File: src/rtl/wb_rr_arbiter.sv
// N-master to 1-slave Wishbone classic arbiter: round-robin grant, bus lock for the whole CYC,
// and a per-transfer watchdog that forces ERR when the slave never answers a strobe.
module wb_rr_arbiter #(
    parameter  int unsigned N_MASTER = 2,
    parameter  int unsigned DW       = 32,
    parameter  int unsigned AW       = 32,
    parameter  int unsigned TIMEOUT  = 255,
    localparam int unsigned SW       = DW / 8,
    localparam int unsigned GW       = (N_MASTER > 1) ? $clog2(N_MASTER) : 1
) (
    input  logic                   clk_i,
    input  logic                   rst_i,
    input  logic [N_MASTER-1:0]    m_cyc_i,
    input  logic [N_MASTER-1:0]    m_stb_i,
    input  logic [N_MASTER-1:0]    m_we_i,
    input  logic [N_MASTER*SW-1:0] m_sel_i,
    input  logic [N_MASTER*AW-1:0] m_adr_i,
    input  logic [N_MASTER*DW-1:0] m_dat_i,
    output logic [DW-1:0]          m_dat_o,
    output logic [N_MASTER-1:0]    m_ack_o,
    output logic [N_MASTER-1:0]    m_err_o,
    output logic                   s_cyc_o,
    output logic                   s_stb_o,
    output logic                   s_we_o,
    output logic [SW-1:0]          s_sel_o,
    output logic [AW-1:0]          s_adr_o,
    output logic [DW-1:0]          s_dat_o,
    input  logic [DW-1:0]          s_dat_i,
    input  logic                   s_ack_i,
    input  logic                   s_err_i,
    output logic [GW-1:0]          grant_o,
    output logic                   busy_o,
    output logic                   timeout_o
);

    localparam int unsigned TW = (TIMEOUT > 1) ? $clog2(TIMEOUT) : 1;

    typedef enum logic {S_IDLE, S_OWNED} state_t;

    state_t        r_state;
    state_t        w_state_nxt;
    logic [GW-1:0] r_grant;
    logic [GW-1:0] r_last;
    logic [GW-1:0] w_next_grant;
    logic [GW-1:0] w_cand;
    logic          w_found;
    logic [TW-1:0] r_wdog;
    logic [TW-1:0] w_wdog_nxt;
    logic          w_owned;
    logic          w_g_cyc;
    logic          w_stb_fwd;
    logic          w_no_resp;
    logic          w_fire;

    assign w_owned   = (r_state == S_OWNED);
    assign w_g_cyc   = m_cyc_i[r_grant];
    assign w_stb_fwd = w_owned && w_g_cyc && m_stb_i[r_grant];
    assign w_no_resp = !s_ack_i && !s_err_i;
    // Watchdog fires only on a strobe still unanswered in this very cycle; a late ACK wins.
    assign w_fire    = (TIMEOUT != 0) && w_stb_fwd && w_no_resp && (r_wdog == TW'(TIMEOUT - 1));

    assign m_dat_o   = s_dat_i;
    assign grant_o   = r_grant;
    assign busy_o    = w_owned;
    assign timeout_o = w_fire;

    // State, grant pointers and watchdog registers
    always_ff @(posedge clk_i or posedge rst_i) begin
        if (rst_i) begin
            r_state <= S_IDLE;
            r_grant <= '0;
            r_last  <= GW'(N_MASTER - 1);
            r_wdog  <= '0;
        end else begin
            r_state <= w_state_nxt;
            r_wdog  <= w_wdog_nxt;
            if (r_state == S_IDLE && w_found) begin
                r_grant <= w_next_grant;
                r_last  <= w_next_grant;
            end
        end
    end

    // Next state: round-robin scan starting after the last owner, plus watchdog count
    always_comb begin
        w_state_nxt  = r_state;
        w_wdog_nxt   = '0;
        w_next_grant = r_last;
        w_cand       = '0;
        w_found      = 1'b0;
        for (int unsigned i = 1; i <= N_MASTER; i++) begin
            w_cand = GW'((32'(r_last) + i) % N_MASTER);
            if (!w_found && m_cyc_i[w_cand]) begin
                w_found      = 1'b1;
                w_next_grant = w_cand;
            end
        end
        case (r_state)
            S_IDLE: begin
                if (w_found) w_state_nxt = S_OWNED;
            end
            S_OWNED: begin
                if (!w_g_cyc) begin
                    w_state_nxt = S_IDLE;
                end else if ((TIMEOUT != 0) && w_stb_fwd && w_no_resp && !w_fire) begin
                    w_wdog_nxt = r_wdog + 1'b1;
                end
            end
            default: w_state_nxt = S_IDLE;
        endcase
    end

    // Outputs: forward the owner's request and route responses back only to it
    always_comb begin
        s_cyc_o = 1'b0;
        s_stb_o = 1'b0;
        s_we_o  = 1'b0;
        s_sel_o = '0;
        s_adr_o = '0;
        s_dat_o = '0;
        m_ack_o = '0;
        m_err_o = '0;
        if (w_owned) begin
            s_cyc_o          = w_g_cyc;
            s_stb_o          = w_stb_fwd && !w_fire;
            s_we_o           = m_we_i[r_grant];
            s_sel_o          = m_sel_i[r_grant*SW +: SW];
            s_adr_o          = m_adr_i[r_grant*AW +: AW];
            s_dat_o          = m_dat_i[r_grant*DW +: DW];
            m_ack_o[r_grant] = s_ack_i;
            m_err_o[r_grant] = s_err_i || w_fire;
        end
    end

endmodule

File: config.mk
export PLATFORM = sky130hd
export DESIGN_NAME = wb_rr_arbiter
export DESIGN_NICKNAME = d
export VERILOG_FILES = /design/src/rtl/wb_rr_arbiter.sv
export SDC_FILE = /design/constraint.sdc
export NUM_CORES = 1
export LEC_CHECK = 0
export CORE_AREA = 2 2 112 114
export CTS_CLUSTER_SIZE = 20
export DETAILED_ROUTE_END_ITERATION = 10
export DIE_AREA = 0 0 114 116
export GPL_TIMING_DRIVEN = 0
export PLACE_DENSITY = 0.63
export RECOVER_POWER = 50
export SETUP_SLACK_MARGIN = 0.1
export SYNTH_ARGS = -nofsm -noshare
export SYNTH_HDL_FRONTEND = slang
export SYNTH_SLANG_ARGS = --single-unit
File: constraint.sdc
create_clock -name clk_i -period 3.9 [get_ports clk_i]
set_input_delay 0.78 -clock clk_i [delete_from_list [all_inputs] [get_ports clk_i]]
set_output_delay 0.78 -clock clk_i [all_outputs]
set_load 0.01 [all_outputs]
==> results of run 1 <==
[synth_stat cells, drive strengths merged (2+ instances only)]
cell / count
mux2i: 70
nor2b: 70
buf: 42
dfrtp: 10
clkbuf: 8
nor2: 8
a21oi: 6
nor3: 6
nand2: 4
nand3: 4
nand2b: 3
a311oi: 2
and3: 2
and4: 2
ha: 2
inv: 2
nand3b: 2
o21ai: 2
o31ai: 2
xor2: 2
[power groups by stage]
stage	clock, W	combinational [W]	sequential, W
2_1_floorplan	0	0.000740	0.000143
3_3_place_gp	0	0.00147	0.000142
3_5_place_dp	0	0.00148	0.000141
4_1_cts	0.000194	0.00148	0.000140
5_1_grt	0.000198	0.00154	0.000142
6_report	0.000190	0.00144	0.000140
[kinds of logic after synthesis]
family,count (synthesis)
compound gates,15
xor+xnor,3
fa+ha+maj,2
buf+inv,52
flops,11
mux,70
simple gates,104
[registers in the layout, summed over array words and instances (netlist names)]
| register | flops |
|---|---|
| grant_o | 1 |
| r_last | 1 |
| busy_o | 1 |
| r_wdog | 8 |
[through the flow]
step / hold slack [ns] / area, um2 / worst slack [ns]
6_report: 0.486 / 4920 / 0.484
5_1_grt: 0.522 / 4920 / 0.386
4_1_cts: 0.486 / 4920 / 0.553
3_5_place_dp: 0.489 / 4840 / 0.553
3_3_place_gp: 0.483 / 4840 / 0.584
2_1_floorplan: 0.463 / 2110 / 1.68
[tightest hold or removal path, cell delays in order, from the launching register on]
cell	delay [ns]
sky130_fd_sc_hd__dfstp_2	0.37
sky130_fd_sc_hd__nand2_1	0.04
sky130_fd_sc_hd__o21ai_0	0.07
[worst paths after layout]
check / end / cells after the start / slack (ns)
max: m_err_o[1] / 5 / 0.48
max reg2reg: r_wdog[3] / 4 / 2.37
min in group asynchronous: r_wdog[5] / 2 / 0.98
max in group asynchronous: r_last / 2 / 2.59
min reg2reg: r_last / 2 / 0.49
min: r_last / 2 / 0.49
[routing by layer]
metal	GRT usage	wire length, um	up-vias
li1	-	-	1359
met1	0.160	4020	1250
met2	0.263	5270	165
met3	0.0235	778	9
met4	0.0309	116	0
met5	0	0	-
[final cells by class]
cell class,instances,area share
Multi-Input combinational cell,194,0.301
Sequential cell,11,0.0562
Clock buffer,3,0.0153
Inverter,2,0.00153
Timing Repair Buffer,255,0.519
Clock inverter,1,0.00102
Tap cell,147,0.0374
Buffer,50,0.0687
==> run summary, run 1 <==
Outcome
- completed — run status

Power and ir drop
- 0.00110 W — internal cell power
- 0.000668 W — net switching component of the power
- 0.813 — combinational group share of total power
- 0.378 — Switching Fraction
- 0.079 — sequential share of power
- 0.184 mV — peak supply drop
- 359 nW/um2 — pwr/cell area
- 0.00177 W — overall power of the completed layout
- 0.107 — part of the power in the clock network
- 2.07 nW — leakage component of the power

Layout
- 1190 — layout filler cell count
- 0.0930 — layout cell share with drive strength beyond 1
- 134% — synthesis-to-layout area growth
- sky130_fd_sc_hd__clkdlybuf4s50_1 — leading cell type in the layout, fill and taps excluded
- 0.413 — utilization of the core after routing
- 277 um2 — Seq. cell area
- sky130_fd_sc_hd__clkdlybuf4s50_1 (213), sky130_fd_sc_hd__mux2i_1 (70), sky130_fd_sc_hd__nor2b_1 (70) — leading cell types in the layout, fill and taps excluded
- 663 — non-filler instance count after layout
- 0 — number of diodes
- 697 — number of nets in the final layout
- 1480 um2 — multi-input combinational cell area

Synthesis
- 0.333 — mux cell area share after synthesis
- 0.0119 — adder and majority cell fraction of the synthesized area
- 0.0125 — parity-gate share of the synthesized area counting xor and xnor cells
- 0 — number of warnings reported in the yosys synthesis log
- 257 — Post-Synthesis Cells
- 0.333 — portion of synthesized cell area occupied by the leading cell type
- 11 — flip-flop and latch count after synthesis
- 2110 um2 — Post-Synthesis Cell Area
- 0.131 — part of the Yosys area used for sequential elements
- 0.298 — Simple-Gate Fraction of Synth Area
- sky130_fd_sc_hd__mux2i_1 — largest area contributor in the synthesized netlist
- 1.00 — FFs w/ async S/R, synth
- 0.0469 — Compound-Gate Fraction of Synth Area
- sky130_fd_sc_hd__mux2i_1 (33%), sky130_fd_sc_hd__nor2b_1 (21%), sky130_fd_sc_hd__dfrtp_1 (12%) — main area contributors after synthesis
- 34 — number of distinct library cells after synthesis
- 437 — syn_nets
- 8.19 um2 — Mean Syn Cell Area
- multiplexers — combinational family with the most area after synthesis
- sky130_fd_sc_hd__dfrtp_1 — prevailing post-synth register cell
- 0 — number of synthesized flops with an enable pin

Timing
- 0 — number of failing setup endpoints in the final timing report
- false — setup repair after global routing missed its margin
- 0.876 — fin crit share
- 0 — final number of max-transition violations
- 0 ns — summed negative setup slack over all endpoints
- 0.293 GHz — timing-limited maximum frequency
- 3.42 ns — min cycle time layout
- 0.733 ns — transition time at the pin with the least slew margin
- 0.00568 ns — skew final
- 0.511 — worst max-slew margin expressed relative to the limit
- 0 — Final Hold Viols

GRT
- 0 — aggregate global routing overflow
- 0.138 — global routing usage summed across all routing layers
- 12 — maximum number of pins on one net before global-route repair
- 14400 um — first-pass GRT wire length
- 0 — initial antenna violation count
- 2814 — vias in the first global route

Clock tree
- 11 — Sinks on Clock Net
- done — CTS tree
- 0.04 ns — clock transition at the register clock pins on the worst setup and hold paths after CTS
- 0 — Post CTS Setup Buffer Count
- 0 — post-cts repair resize count
- 3 — number of clock buffers inserted by TritonCTS
- 0.24 ns — clock insertion delay at the later pin of the skew report
- 0 — hold-fix buffer count after cts
- 1 — CTS H-tree depth
- 2 — number of buffers between clock root and the deepest sink
- sky130_fd_sc_hd__clkbuf_16 — clock root buffer

Setup path
- 2.64 ns — data arrival at the endpoint of the critical path
- 2 — critical path buffer and inverter count
- output port — capturing element type of the critical path
- 5 — maximum fanout count along the critical path
- m_cyc_i[0] — critical path startpoint
- dlygate4sd3_1 -> and4b_1 -> nor2_1 -> o31ai_1 -> clkdlybuf4s50_1 — cell breakdown of the critical path
- grant_o — reg-to-reg startpoint
- buffers and inverters — category of cells accounting for the largest share of critical-path delay
- in -> out — Setup Crit Path Kind
- 0.63 ns — Crit path largest cell delay
- 3.12 ns — critical path required time
- sky130_fd_sc_hd__dlygate4sd3_1 — slowest CP cell
- input port — critical path launch point type

Flow run
- 0 — number of violations of the max-capacitance limit

Worst hold path
- r_last — startpoint of the worst hold path
- reg -> reg — class of the worst hold path

Drt
- 2783 — vias post-DR
- 15.4 um — wire length per cell
- 10200 um — total length of routed wires
- 0 — DRC errors left
- 95 — iteration-0 DRC count of the detailed router
- 4.20 — vias per std cell
- 4 — drt first pass iters
- 0 — final antenna-violating net count

Place
- 0.750 — Placer Congestion
- 255 — number of I/O port buffers
- 8800 um — Detail Placement HPWL
- 659 — number of placed instances with taps included

Floorplan
- 116 um — die span in y
- 11900 um2 — core area
- 40 — placement row count
- 288 — number of I/O pins
- 114 um — Die Width
- 0.177 — Initial Util
- 13200 um2 — die area

No activity file was read; power rests on OpenSTA's default activity.
==> inputs of run 2 (changes only) <==
- CTS_BUF_LIST: not set -> sky130_fd_sc_hd__clkbuf_4 sky130_fd_sc_hd__clkbuf_8
==> run 2 against run 1 <==
Effect of this change:
- die area unchanged
- design area down 0.61%
- sequential power about the same
- sequential share of layout area about the same
- non-clock buffer count unchanged
- critical path depth unchanged
- maximum frequency about the same
- core utilization down 0.25 points
==> run summary, run 2 (synthesized netlist as in run 1, its figures left out) <==
GRT
- 0 — aggregate global routing overflow
- 0.160 — met1 demand-to-capacity share in global routing
- 0 — initial antenna violation count
- 0.0209 — global-route track usage on met3
- met2 — highest-utilization routing layer at the global route stage
- 0.136 — global routing usage summed across all routing layers
- 14400 um — first-pass GRT wire length
- 12 — maximum number of pins on one net before global-route repair
- 2821 — vias in the first global route
- 0.260 — grt met2 use

Layout
- 8 — flip-flop count of the largest register, all copies and words added
- 132% — synthesis-to-layout area growth
- r_wdog — Most flops, register
- sky130_fd_sc_hd__clkdlybuf4s50_1 (210), sky130_fd_sc_hd__mux2i_1 (70), sky130_fd_sc_hd__nor2b_1 (70) — leading cell types in the layout, fill and taps excluded
- 0.0988 — layout cell share with drive strength beyond 1
- 1193 — layout filler cell count
- 697 — number of nets in the final layout
- 0 — number of diodes
- sky130_fd_sc_hd__clkdlybuf4s50_1 — leading cell type in the layout, fill and taps excluded

Floorplan
- 13200 um2 — die area
- 116 um — die span in y
- 40 — placement row count
- 0.177 — Initial Util
- 288 — number of I/O pins
- 114 um — Die Width
- 11900 um2 — core area

Setup path
- 5 — maximum fanout count along the critical path
- 2.64 ns — data arrival at the endpoint of the critical path
- 4 — number of cells on the worst reg-to-reg path
- in -> out — Setup Crit Path Kind
- input port — critical path launch point type
- r_wdog[6] — Worst R2R End
- 2.31 ns — register-to-register setup slack
- 3.12 ns — critical path required time
- busy_o — reg-to-reg startpoint
- output port — capturing element type of the critical path

Clock tree
- 11 — Sinks on Clock Net
- 0 — post-cts repair resize count
- 2 — number of buffers between clock root and the deepest sink
- 0.24 ns — clock insertion delay at the later pin of the skew report
- 3 — number of clock buffers inserted by TritonCTS
- done — CTS tree
- 0 — hold-fix buffer count after cts
- 0.05 ns — clock transition at the register clock pins on the worst setup and hold paths after CTS
- 1 — CTS H-tree depth
- sky130_fd_sc_hd__clkbuf_8 — clock root buffer
- 0 — Post CTS Setup Buffer Count

Timing
- 0.482 ns — Setup WS post-layout
- 0.293 GHz — timing-limited maximum frequency
- false — setup repair after global routing missed its margin
- 0 — final number of max-transition violations
- 0.707 — worst max-slew margin expressed relative to the limit
- 0.00768 ns — skew final
- 0 ns — summed negative setup slack over all endpoints
- 3.42 ns — min cycle time layout
- 0 — number of failing setup endpoints in the final timing report
- 0 — Final Hold Viols
- 0.440 ns — transition time at the pin with the least slew margin
- 0.877 — fin crit share

Power and ir drop
- 0.00169 W — overall power of the completed layout
- 2.06 nW — leakage component of the power
- 0.083 — sequential share of power
- 0.000657 W — net switching component of the power
- 345 nW/um2 — pwr/cell area
- 0.164 mV — peak supply drop
- 0.389 — Switching Fraction
- 0.00103 W — internal cell power
- 0.067 — part of the power in the clock network
- 0.850 — combinational group share of total power

Drt
- 10100 um — total length of routed wires
- 4.19 — vias per std cell
- 4 — drt first pass iters
- 75 — iteration-0 DRC count of the detailed router
- 2780 — vias post-DR
- 0 — final antenna-violating net count
- 0 — DRC errors left
- 15.3 um — wire length per cell

Worst hold path
- reg -> reg — class of the worst hold path
- 2 — number of cells on the worst hold path
- r_last — startpoint of the worst hold path
- r_last — hold endpoint

Place
- 255 — number of I/O port buffers
- 8800 um — Detail Placement HPWL
- 0.553 ns — pre-CTS WS
- 0.750 — Placer Congestion

Outcome
- completed — run status

Flow run
- 0 — number of violations of the max-capacitance limit

## run 2: changes by cell type in the layout (fill, tap and decap cells not counted), sizes merged
cell	before	now
dlygate4sd3	42	45
buf	38	42
clkdlybuf4s50	213	210
clkbuf	15	11
## run 2: cell type report
cell class,instances,area [um2],share of cell area
timing repair buffer,255,2550,0.522
sequential,11,277,0.0566
clock buffer,3,41.3,0.00845
tap,147,184,0.0376
multi-input combinational,194,1480,0.303
buffer,50,342,0.0699
inverter,2,7.51,0.00154
clock inverter,1,5.00,0.00102
## run 2: worst max-delay path, cell delays in order
cell and delay, ns:
sky130_fd_sc_hd__dlygate4sd3_1 0.63, sky130_fd_sc_hd__and4b_1 0.28, sky130_fd_sc_hd__nor2_1 0.09, sky130_fd_sc_hd__o31ai_1 0.27, sky130_fd_sc_hd__clkdlybuf4s50_1 0.58
## run 2: worst max-delay path by stage
| stage | from | to | slack (ns) | cells after the start |
|---|---|---|---|---|
| 2_1_floorplan | m_stb_i[1] | m_err_o[0] | 1.68 | 3 |
| 3_3_place_gp | m_cyc_i[0] | m_err_o[1] | 0.58 | 5 |
| 3_5_place_dp | m_cyc_i[0] | m_err_o[1] | 0.55 | 5 |
| 4_1_cts | m_cyc_i[0] | m_err_o[1] | 0.55 | 5 |
| 5_1_grt | m_cyc_i[0] | m_err_o[1] | 0.38 | 5 |
| 6_report | m_cyc_i[0] | m_err_o[1] | 0.48 | 5 |
## run 2: power by group through the flow
stage               clock (W)  sequential [W]  combinational, W
finish               0.000114        0.000140           0.00143
global route         0.000124        0.000142           0.00154
CTS                  0.000117        0.000140           0.00148
detailed placement          0        0.000141           0.00148
global placement            0        0.000142           0.00147
floorplan                   0        0.000143          0.000740
## run 2: per-layer routing
layer | up-vias | part of all wire
met2 | 163 | 0.52
li1 | 1357 | -
met1 | 1249 | 0.39
met5 | - | 0
met4 | 0 | 0.012
met3 | 11 | 0.078
## run 2: metrics by stage
| stage | hold slack [ns] | std cells | util | cell area (um2) |
|---|---|---|---|---|
| after global routing | 0.524 | 663 | 0.410 | 4890 |
| final | 0.485 | 663 | 0.410 | 4890 |
| after global placement | 0.483 | 659 | 0.407 | 4840 |
| after floorplan | 0.463 | 257 | - | 2110 |
| after CTS | 0.487 | 663 | 0.410 | 4890 |
| after detailed placement | 0.489 | 659 | 0.407 | 4840 |
==> inputs of run 3 (changes only) <==
- SETUP_SLACK_MARGIN: 0.1 -> not set
==> results of run 3 <==
Final layout, timing and power as in run 2 (identical DEF).
